<file path="config.mk">
export PLATFORM = sky130hd
export DESIGN_NAME = interrupt_controller
export DESIGN_NICKNAME = d
export VERILOG_FILES = /design/src/rtl/interrupt_controller.sv
export SDC_FILE = /design/constraint.sdc
export NUM_CORES = 1
export LEC_CHECK = 0
export CAP_MARGIN = 15
export CORE_MARGIN = 2
export CORE_UTILIZATION = 47
export CTS_BUF_LIST = sky130_fd_sc_hd__clkbuf_16
export CTS_CLUSTER_DIAMETER = 150
export DETAILED_ROUTE_END_ITERATION = 10
export HOLD_SLACK_MARGIN = 0.08
export MAX_ROUTING_LAYER = met4
export PLACE_DENSITY = 0.81
export SLEW_MARGIN = 10
export SYNTH_ARGS = -nofsm -noshare
export SYNTH_HDL_FRONTEND = slang
export SYNTH_SLANG_ARGS = --single-unit
</file>
<file path="constraint.sdc">
create_clock -name MCLK -period 1.4 [get_ports MCLK]
set_input_delay 0.28 -clock MCLK [delete_from_list [all_inputs] [get_ports MCLK]]
set_output_delay 0.28 -clock MCLK [all_outputs]
set_load 0.02 [all_outputs]
</file>
<file path="src/rtl/interrupt_controller.sv">
// Prioritised interrupt controller: maskable edge/level channels plus one NMI,
// with a two-state acknowledge sequencer that freezes the vector while INTACK is high.
module interrupt_controller #(
  parameter int unsigned       N_CH         = 8,
  parameter logic [N_CH-1:0]   EDGE_MASK    = '1,
  parameter logic [N_CH-1:0]   AUTOCLR_MASK = '1,
  parameter logic [5:0]        VEC_BASE     = 6'd32,
  parameter logic [5:0]        NMI_VEC      = 6'd62
) (
  input  logic            MCLK,
  input  logic            reset_n,
  input  logic [N_CH-1:0] irq_in,
  input  logic            nmi_in,
  input  logic            sfr_we,
  input  logic [1:0]      sfr_addr,
  input  logic [15:0]     sfr_wdata,
  output logic [15:0]     sfr_rdata,
  input  logic            INTACK,
  output logic            NMI,
  output logic            INT,
  output logic [5:0]      IntAddrLSBs,
  output logic [4:0]      ack_ch,
  output logic            o_dbg_state
);

  typedef enum logic {ST_IDLE = 1'b0, ST_HOLD = 1'b1} state_t;

  state_t          r_state;
  state_t          w_state_nxt;
  logic [N_CH-1:0] r_ie;
  logic [N_CH-1:0] r_ifg;
  logic [N_CH-1:0] r_irq_d;
  logic            r_nmiifg;
  logic            r_nmie;
  logic            r_nmi_d;
  logic            r_armed;
  logic [4:0]      r_ack_ch;
  logic [5:0]      r_vec;

  logic [N_CH-1:0] w_pend;
  logic [N_CH-1:0] w_edge;
  logic [N_CH-1:0] w_hw_set;
  logic [N_CH-1:0] w_win_oh;
  logic [N_CH-1:0] w_ack_clr;
  logic [N_CH-1:0] w_ifg_nxt;
  logic            w_nmi_pend;
  logic            w_nmi_edge;
  logic            w_win_any;
  logic [4:0]      w_win_ch;
  logic [5:0]      w_win_vec;
  logic            w_ack_take;
  logic            w_nmiifg_nxt;
  logic            w_nmie_nxt;
  logic            w_unused_wdata;

  assign w_unused_wdata = ^sfr_wdata;

  assign w_pend     = r_ie & r_ifg;
  assign w_nmi_pend = r_nmiifg & r_nmie;

  // r_armed stays low for the first sample after reset so an input already high is not an edge
  assign w_edge     = {N_CH{r_armed}} & ~r_irq_d & irq_in;
  assign w_hw_set   = (w_edge & EDGE_MASK) | (irq_in & ~EDGE_MASK);
  assign w_nmi_edge = r_armed & ~r_nmi_d & nmi_in;

  always_comb begin
    w_win_any = 1'b0;
    w_win_ch  = 5'd0;
    w_win_vec = 6'd0;
    w_win_oh  = '0;
    if (w_nmi_pend) begin
      w_win_any = 1'b1;
      w_win_ch  = 5'd16;
      w_win_vec = NMI_VEC;
    end else begin
      for (int i = 0; i < int'(N_CH); i++) begin
        if (w_pend[i]) begin
          w_win_any   = 1'b1;
          w_win_ch    = 5'(i);
          w_win_vec   = VEC_BASE + 6'(i);
          w_win_oh    = '0;
          w_win_oh[i] = 1'b1;
        end
      end
    end
  end

  always_comb begin
    w_state_nxt = r_state;
    w_ack_take  = 1'b0;
    case (r_state)
      ST_IDLE: begin
        if (INTACK) begin
          w_ack_take  = 1'b1;
          w_state_nxt = ST_HOLD;
        end
      end
      ST_HOLD: begin
        if (!INTACK) w_state_nxt = ST_IDLE;
      end
      default: w_state_nxt = ST_IDLE;
    endcase
  end

  assign w_ack_clr = {N_CH{w_ack_take}} & w_win_oh & AUTOCLR_MASK;

  // Hardware sets are applied last so they win over software and acknowledge clears
  always_comb begin
    w_ifg_nxt = r_ifg;
    if (sfr_we && sfr_addr == 2'd1) w_ifg_nxt = sfr_wdata[N_CH-1:0];
    if (sfr_we && sfr_addr == 2'd2) w_ifg_nxt = w_ifg_nxt & ~sfr_wdata[N_CH-1:0];
    w_ifg_nxt = (w_ifg_nxt & ~w_ack_clr) | w_hw_set;

    w_nmiifg_nxt = r_nmiifg;
    w_nmie_nxt   = r_nmie;
    if (sfr_we && sfr_addr == 2'd3) begin
      if (sfr_wdata[0]) w_nmiifg_nxt = 1'b0;
      w_nmie_nxt = sfr_wdata[1];
    end
    if (w_ack_take && w_nmi_pend) begin
      w_nmiifg_nxt = 1'b0;
      w_nmie_nxt   = 1'b0;
    end
    w_nmiifg_nxt = w_nmiifg_nxt | w_nmi_edge;
  end

  always_ff @(posedge MCLK or negedge reset_n) begin
    if (!reset_n) begin
      r_state  <= ST_IDLE;
      r_ie     <= '0;
      r_ifg    <= '0;
      r_irq_d  <= '0;
      r_nmiifg <= 1'b0;
      r_nmie   <= 1'b0;
      r_nmi_d  <= 1'b0;
      r_armed  <= 1'b0;
      r_ack_ch <= 5'd0;
      r_vec    <= 6'd0;
    end else begin
      r_state  <= w_state_nxt;
      r_ifg    <= w_ifg_nxt;
      r_nmiifg <= w_nmiifg_nxt;
      r_nmie   <= w_nmie_nxt;
      r_irq_d  <= irq_in;
      r_nmi_d  <= nmi_in;
      r_armed  <= 1'b1;
      if (sfr_we && sfr_addr == 2'd0) r_ie <= sfr_wdata[N_CH-1:0];
      if (w_ack_take) begin
        r_ack_ch <= w_win_ch;
        r_vec    <= w_win_vec;
      end
    end
  end

  always_comb begin
    sfr_rdata = 16'h0000;
    case (sfr_addr)
      2'd0:    sfr_rdata = 16'(r_ie);
      2'd1:    sfr_rdata = 16'(r_ifg);
      2'd3:    sfr_rdata = {14'd0, r_nmie, r_nmiifg};
      default: sfr_rdata = 16'h0000;
    endcase
  end

  assign NMI         = w_nmi_pend;
  assign INT         = |w_pend;
  assign IntAddrLSBs = (r_state == ST_HOLD) ? r_vec : w_win_vec;
  assign ack_ch      = r_ack_ch;
  assign o_dbg_state = r_state;

endmodule

</file>
==> results.json, run 1 <==
{
  "min_period_ns": 1.94,
  "viasPerCell": 5.71,
  "cp_slowest_cell": "dfrtp_1",
  "dp_worst_setup_slack_ns": -0.689,
  "drv_cap": 0,
  "yosys.area_share.adder": 0,
  "grt_max_degree": 37,
  "setup_slack_ns": -0.538,
  "final_util": 0.805,
  "wl_met3_um": 414,
  "cts_tree": "built",
  "wl_per_cell_um": 18.6,
  "syn_to_final_growth_pct": 63.2,
  "n_antenna_cell": 0,
  "wl_met1_um": 2530,
  "setup-violations-final": 22,
  "die_area_sq_mm": 0.00476,
  "total_power_mw": 4.57,
  "grt_pass1_wl_um": 10300,
  "numCtsBuffers": 5,
  "ios": 61,
  "clock-sinks": 36,
  "hpwl_um": 3980,
  "critPathTopFamily": "compound AO/OA/AOI/OAI gates",
  "grt_pass1_vias": 2137,
  "core_sq_mm": 0.00403,
  "hold_viol": 0,
  "synth_mux_area_frac": 0.106,
  "dieHeight_um": 69.0,
  "layout-drive-gt1-share": 0.438,
  "synth_compound_area_frac": 0.165,
  "synth-simple-area-share": 0.190,
  "synth_xor_area_frac": 0,
  "crit_type": "reg2out",
  "clock_path_buffers": 2,
  "vias": 2022,
  "placed_cells": 327,
  "ys_seq_area_frac": 0.453,
  "track_usage": 0.283,
  "antenna_found_initial": 0,
  "fin_skew_ns": 0.00328,
  "yosys_register_bits": 36,
  "power_density_mw_per_mm2": 1410,
  "synth_top_family_by_area": "simple AND/OR/NAND/NOR gates",
  "syn_area_sq_mm": 0.00199,
  "crit_arrival_ns": 1.66,
  "status": "finished, violations left",
  "required_ns": 1.12,
  "slowest_delay_ns": 0.38,
  "path_clk_slew_ns": 0.05,
  "htree_levels": 2,
  "yosysWarningCount": 0,
  "cp-end-kind": "output port",
  "root_buffer": "clkbuf_16",
  "fin_cells": 354,
  "portBuffers": 43,
  "gr-total-overflow": 0,
  "routed_wl_um": 6570,
  "cp_cell_sequence": "and2_4, o211ai_1, a32oi_2, o31ai_4, buf_6",
  "leakagePower_nw": 1.50,
  "worst_setup_path_start_kind": "flop",
  "drc": 0,
  "period_share": 1.38,
  "drtIter0Drc": 109,
  "row_count": 23,
  "drtPass1Iterations": 4,
  "slew_viol_final": 0,
  "max_freq_ghz": 0.516,
  "synth_cell_types": 38,
  "nets": 334,
  "worstHoldPathType": "in2async",
  "die_w_um": 69.0,
  "rsz0062_at_grt": "yes",
  "start_util": 0.493,
  "ant_nets": 0,
  "dr_wl_met2_um": 3420,
  "cp_max_fo": 2,
  "finalSetupTns_ns": -3.55,
  "routed.top_layer": "met4",
  "syn_avg_cell_area_sq_um": 9.89,
  "vdd_drop_max_mv": 0.853,
  "hold_buffers": 0,
  "clkLatencyLatePin_ns": 0.28,
  "place.gp.congestion": 0.833,
  "violations": "setup timing",
  "synthCells": 201,
  "worst-path-buf-inv": 1
}
[worst reg2reg max path: cells and delay by family, from the launching register on]
family	cells	cell delay, ns
compound gates	2	0.33
buf+inv	2	0.27
flops	1	0.43
simple gates	2	0.40
[layout by cell type (no fill, tap or decap), types with 7 or more instances in the layout]
master,instances
nand3b_1,8
nor2_1,14
nand3_1,8
dfrtp_1,33
mux2i_1,7
nand2_1,22
buf_6,31
mux2_4,9
clkdlybuf4s50_1,19
conb_1,10
buf_4,47
[routing by layer]
metal	global-route usage	up-vias
met4	0.142	0
met1	0.317	985
met5	-	-
li1	-	897
met3	0.0599	27
met2	0.476	113
[state kept, by name, summed over array words and instances (netlist names)]
register	flops
r_nmi_d	1
r_ie	8
r_armed	1
ack_ch	2
r_nmie	1
r_ifg	8
r_vec	5
o_dbg_state	1
r_irq_d	8
r_nmiifg	1
[power by group]
part           total [mW]  switching, mW  internal, mW
logic                2.12          0.997          1.12
clock network        1.05          0.408         0.639
registers            1.40          0.171          1.23
[cell type report]
cell class / count / area [sq um]
well taps: 50 / 62.6
clock inverters: 3 / 11.3
inverters: 2 / 12.5
fillers: 236 / 786
repair buffers: 109 / 1020
multi-input cells: 149 / 1110
flip-flops and latches: 36 / 905
clock buffers: 5 / 125
[what timing repair did]
action                                  CTS  global route
pin swaps                                19            18
resized for setup                       134            32
endpoints found under the setup margin   44            36
endpoints found under the hold margin     0             0
buffers inserted                         20             9
[logic make-up (layout without fill, tap and decap cells)]
kind of cell           Yosys count  count (layout)
other                            2              10
buffers and inverters           24             119
AOI/OAI and AO/OA               46              46
muxes                           17              17
and+or+nand+nor                 76              76
DFF                             36              36
[synth_stat cells, drive strengths merged]
cell,count,area share
a21boi,7,0.026
a21o,2,0.0076
a21oi,5,0.013
a22oi,4,0.025
a31oi,3,0.0094
a32oi,1,0.0044
and2,2,0.0063
buf,22,0.077
conb,2,0.0038
dfrtp,36,0.45
inv,2,0.0038
mux2,9,0.066
mux2i,8,0.040
nand2,26,0.049
nand2b,2,0.0063
nand3,9,0.023
nand3b,8,0.030
nand4,2,0.0094
nor2,17,0.032
nor2b,6,0.024
nor3,4,0.010
o211ai,1,0.0038
o21a,1,0.0038
o21ai,8,0.020
o221ai,4,0.018
o22ai,5,0.016
o31ai,5,0.019
[per-stage QoR]
step	hold slack [ns]	instance area, sq um
floorplan	-0.0156	2050
global placement	0.407	2770
detailed placement	0.410	2770
CTS	0.393	3150
global route	0.400	3240
finish	0.370	3240
[path summary, 6_finish.rpt]
path,start,cells after the start,endpoint,slack [ns]
setup / recovery,r_ie[2]$_DFFE_PN0P_,5,IntAddrLSBs[0],-0.54
hold / removal,reset_n,2,r_ie[5]$_DFFE_PN0P_,0.37
setup reg to reg,r_ie[7]$_DFFE_PN0P_,6,r_ifg[0]$_DFF_PN0_,-0.14
hold reg to reg,r_irq_d[6]$_DFF_PN0_,1,r_ifg[6]$_DFF_PN0_,0.43
max in group asynchronous,reset_n,2,r_ifg[6]$_DFF_PN0_,0.82
min in group MCLK,r_irq_d[6]$_DFF_PN0_,1,r_ifg[6]$_DFF_PN0_,0.43
(Power assumes the default switching activity.)
==> run 2, diff against run 1 <==
Settings changed: CORE_MARGIN 2 to 4.
==> results.json, run 2 (synthesized netlist as in run 1, its figures left out) <==
{
  "status": "finished, violations left",
  "violations": "setup timing",
  "cp-end-kind": "output port",
  "worst_setup_path_start_kind": "flop",
  "n_antenna_cell": 0,
  "row_count": 23,
  "clock_path_buffers": 2,
  "portBuffers": 43,
  "rr_startpoint": "r_ie[5]$_DFFE_PN0P_",
  "whs_ns": 0.385,
  "routed_wl_um": 7710,
  "cp_max_fo": 2,
  "path_clk_slew_ns": 0.05,
  "die_area_sq_mm": 0.00533,
  "drtIter0Drc": 191,
  "drv_cap": 0,
  "grt_pass1_vias": 2026,
  "viasPerCell": 5.90,
  "fin_cells": 363,
  "max_freq_ghz": 0.483,
  "dieHeight_um": 73.0,
  "ios": 61,
  "vias": 2141,
  "wl_per_cell_um": 21.2,
  "cts_tree": "built",
  "hpwl_um": 3970,
  "crit_type": "reg2out",
  "min_period_ns": 2.07,
  "nets": 346,
  "layout_common_cells": "buf_4, buf_6, dfrtp_1, nand2_1, clkdlybuf4s50_1",
  "placed_cell_area_sq_mm": 0.00279,
  "rsz0062_at_grt": "yes",
  "start_util": 0.490,
  "cp-startpoint": "r_ie[1]$_DFFE_PN0P_",
  "clkLatencyLatePin_ns": 0.28,
  "rrSetupSlack_ns": -0.25,
  "power_density_mw_per_mm2": 1410,
  "wl_met3_um": 637,
  "wl_met1_um": 2820,
  "routed.top_layer": "met4",
  "worstHoldPathType": "in2async",
  "layout-drive-gt1-share": 0.479,
  "dr_wl_met2_um": 3850,
  "grt_pass1_wl_um": 10000,
  "clock-sinks": 36,
  "vdd_drop_max_mv": 0.905,
  "htree_levels": 2,
  "ant_nets": 0,
  "syn_to_final_growth_pct": 74.8,
  "gr-total-overflow": 0,
  "crit_path_end": "IntAddrLSBs[5]",
  "setup-violations-final": 28,
  "place.gp.congestion": 0.881,
  "r2r_end": "r_ifg[0]$_DFF_PN0_",
  "grt_max_degree": 37,
  "setup_slack_ns": -0.672,
  "leakagePower_nw": 1.58,
  "numCtsBuffers": 5,
  "antenna_found_initial": 0,
  "placed_cells": 330,
  "fin_skew_ns": 0.00406,
  "die_w_um": 73.0,
  "drtPass1Iterations": 5,
  "stdcell_area_sq_mm": 0.00347,
  "hold_viol": 0,
  "final_common_cell": "buf_4",
  "reg.largest.list": "r_ie (8), r_ifg (8), r_irq_d (8)",
  "crit_arrival_ns": 1.79,
  "core_sq_mm": 0.00406,
  "slew_viol_final": 0,
  "track_usage": 0.262,
  "dp_worst_setup_slack_ns": -0.681,
  "drc": 0,
  "reg2reg_depth": 8,
  "root_buffer": "clkbuf_16",
  "required_ns": 1.12,
  "period_share": 1.48
}
## run 2: cell types whose count changed in the layout (fill, tap and decap cells not counted), moves of 3 or more
cell / delta
nor3_4: +3
nor2_4: +3
buf_6: +7
nand3_1: -3
buf_4: +4
nor3_2: -3
## run 2: what timing repair did
| item | in CTS | in global routing |
|---|---|---|
| cloned | 1 | 0 |
| gates resized for setup | 131 | 49 |
| setup endpoints to repair | 40 | 36 |
| hold buffers | 0 | 0 |
| buffers inserted | 29 | 15 |
| pin swaps | 17 | 19 |
## run 2: critical path, stage by stage, from the launching register on
cell	delay, ns
dfrtp_1	0.42
buf_6	0.14
a22oi_2	0.21
nand4_1	0.20
buf_4	0.21
nor3_4	0.11
a21oi_2	0.05
buf_4	0.15
## run 2: layer usage
metal	vias to the layer above	GRT usage
met5	-	-
met3	36	0.0716
met2	149	0.450
li1	922	-
met4	0	0.107
met1	1034	0.284
## run 2: layout make-up
cell class                 count  area (sq um)
multi-input combinational    149          1220
timing repair buffer         121          1150
sequential                    36           902
fill                         181           584
clock buffer                   5           125
tap                           50          62.6
inverter                       2          12.5
## run 2: power by group
group	internal, mW	switching (mW)	total [mW]
logic	1.26	1.19	2.45
clock network	0.629	0.410	1.04
registers	1.23	0.170	1.40
## run 2: worst min path at each step
stage	start	end	slack, ns	cells after the start
2_1_floorplan	reset_n	ack_ch[1]$_DFFE_PN0P_	-0.02	0
3_3_place_gp	r_irq_d[6]$_DFF_PN0_	r_ifg[6]$_DFF_PN0_	0.40	1
3_5_place_dp	r_irq_d[6]$_DFF_PN0_	r_ifg[6]$_DFF_PN0_	0.42	1
4_1_cts	reset_n	r_vec[5]$_DFFE_PN0P_	0.41	2
5_1_grt	reset_n	r_vec[0]$_DFFE_PN0P_	0.41	2
6_report	reset_n	r_irq_d[5]$_DFF_PN0_	0.38	2
## run 2: per-stage QoR
stage,utilization,TNS (ns),total power [mW]
after CTS,0.788,-3.13,4.45
final,0.856,-5.71,4.89
after floorplan,-,-0.450,2.24
after global placement,0.688,-15.30,3.01
after detailed placement,0.688,-15.99,3.07
after global routing,0.856,-7.24,5.05
==> run 3, diff against run 2 <==
Settings changed: CAP_MARGIN 15 to 20.
Clock period 1.4 ns to 2.35 ns, I/O delays scaled along.
==> results.json, run 3 (synthesized netlist as in run 1, its figures left out) <==
{
  "routed.top_layer": "met4",
  "max_freq_ghz": 0.434,
  "crit_type": "reg2out",
  "hp-start": "r_irq_d[6]$_DFF_PN0_",
  "portBuffers": 43,
  "power_density_mw_per_mm2": 842,
  "layout-drive-gt1-share": 0.161,
  "ant_nets": 0,
  "syn_to_final_growth_pct": 32.2,
  "htree_levels": 2,
  "track_usage": 0.196,
  "dieHeight_um": 73.0,
  "fin_skew_ns": 0.00479,
  "clock_path_buffers": 2,
  "layout_common_cells": "dfrtp_1, clkdlybuf4s50_1, nand2_1, nor2_1, buf_4",
  "drv_cap": 0,
  "row_count": 23,
  "cp-startpoint": "r_ifg[5]$_DFF_PN0_",
  "grt_max_degree": 37,
  "gr-total-overflow": 0,
  "crit_arrival_ns": 1.83,
  "final_common_cell": "dfrtp_1",
  "wl_per_cell_um": 15.3,
  "status": "complete, no violations",
  "n_antenna_cell": 0,
  "slowest_delay_ns": 0.44,
  "routed_wl_um": 4660,
  "fillCellCount": 348,
  "finalSetupTns_ns": 0,
  "ios": 61,
  "root_buffer": "clkbuf_16",
  "viasPerCell": 5.42,
  "die_area_sq_mm": 0.00533,
  "reg.largest.list": "r_ie (8), r_ifg (8), r_irq_d (8)",
  "grt_pass1_vias": 1659,
  "vias": 1652,
  "min_period_ns": 2.30,
  "dr_wl_met2_um": 2220,
  "wl_met3_um": 323,
  "worst_setup_path_start_kind": "flop",
  "vdd_drop_max_mv": 0.409,
  "placed_cells": 294,
  "cp_slowest_cell": "dfrtp_2",
  "nets": 286,
  "clkLatencyLatePin_ns": 0.28,
  "antenna_found_initial": 0,
  "setup_slack_ns": 0.0482,
  "cp-end-kind": "output port",
  "period_share": 0.979,
  "die_w_um": 73.0,
  "worstHoldPathType": "reg2reg",
  "hold_viol": 0,
  "wl_met1_um": 2060,
  "drtIter0Drc": 111,
  "fin_cells": 305,
  "hpwl_um": 3430,
  "rr_startpoint": "r_ifg[5]$_DFF_PN0_",
  "rsz0062_at_grt": "no",
  "cp_cell_sequence": "a22oi_2, buf_4, nand3_1, mux2_2, dlygate4sd2_1",
  "slew_viol_final": 0,
  "required_ns": 1.88,
  "setup-violations-final": 0,
  "dp_worst_setup_slack_ns": -0.155,
  "core_sq_mm": 0.00406,
  "cp_max_fo": 5,
  "final_util": 0.648,
  "place.gp.congestion": 0.863,
  "clock-sinks": 36,
  "cts_tree": "built",
  "drtPass1Iterations": 4,
  "drc": 0,
  "leakagePower_nw": 1.18,
  "numCtsBuffers": 5,
  "start_util": 0.490,
  "grt_pass1_wl_um": 7730,
  "path_clk_slew_ns": 0.05
}
## run 3: changes by cell type in the layout (fill, tap and decap cells not counted), moves of 4 or more
cell / change
a21oi_2: -4
nor2_4: -4
dlygate4sd2_1: +6
clkdlybuf4s50_1: +11
buf_4: -34
nor2_1: +5
a21oi_1: +4
nand3_1: +4
buf_6: -38
nand2_1: +4
## run 3: report_power, final
| group | total, mW | switching (mW) | internal [mW] |
|---|---|---|---|
| logic | 0.753 | 0.384 | 0.368 |
| registers | 0.853 | 0.120 | 0.733 |
| clock network | 0.607 | 0.229 | 0.378 |
## run 3: path summary, 6_finish.rpt
kind	endpoint	slack, ns	depth (start not counted)
min in group asynchronous	r_ie[5]$_DFFE_PN0P_	0.62	2
max	IntAddrLSBs[2]	0.05	5
max reg2reg	r_ifg[0]$_DFF_PN0_	0.80	6
max in group asynchronous	r_ifg[5]$_DFF_PN0_	1.40	2
min reg2reg	r_ifg[6]$_DFF_PN0_	0.45	1
min	r_ifg[6]$_DFF_PN0_	0.45	1
## run 3: repair_timing
action,CTS,global route
hold buffers,0,0
gates resized for setup,14,5
buffers inserted,3,1
pin swaps,1,1
endpoints found under the setup margin,13,3
## run 3: routing by layer
layer  vias to the layer above  GRT usage
met1                       795      0.251
met5                         -          -
met2                        56      0.302
met3                         5     0.0510
met4                         0     0.0656
li1                        796          -
## run 3: per-stage QoR
stage               hold slack (ns)  cell area [sq um]  power [mW]
finish                        0.448               2630        2.21
global route                  0.481               2630        2.34
CTS                           0.445               2620        2.22
detailed placement            0.420               2470        1.61
global placement              0.401               2470        1.58
floorplan                     0.174               2020        1.30
## run 3: critical path, delay by kind of cell (launching register included)
| family | cells | cell delay, ns |
|---|---|---|
| DFF | 1 | 0.44 |
| AOI/OAI and AO/OA | 1 | 0.26 |
| buffers and inverters | 2 | 0.49 |
| muxes | 1 | 0.28 |
| and+or+nand+nor | 1 | 0.08 |
## run 3: area by class of cell
type                       instances  area (sq um)  area share
clock buffer                       5           125      0.0476
clock inverter                     2          7.51     0.00286
inverter                           2          7.51     0.00286
multi-input combinational        149           961       0.366
sequential                        36           902       0.343
tap                               50          62.6      0.0238
timing repair buffer              61           562       0.214
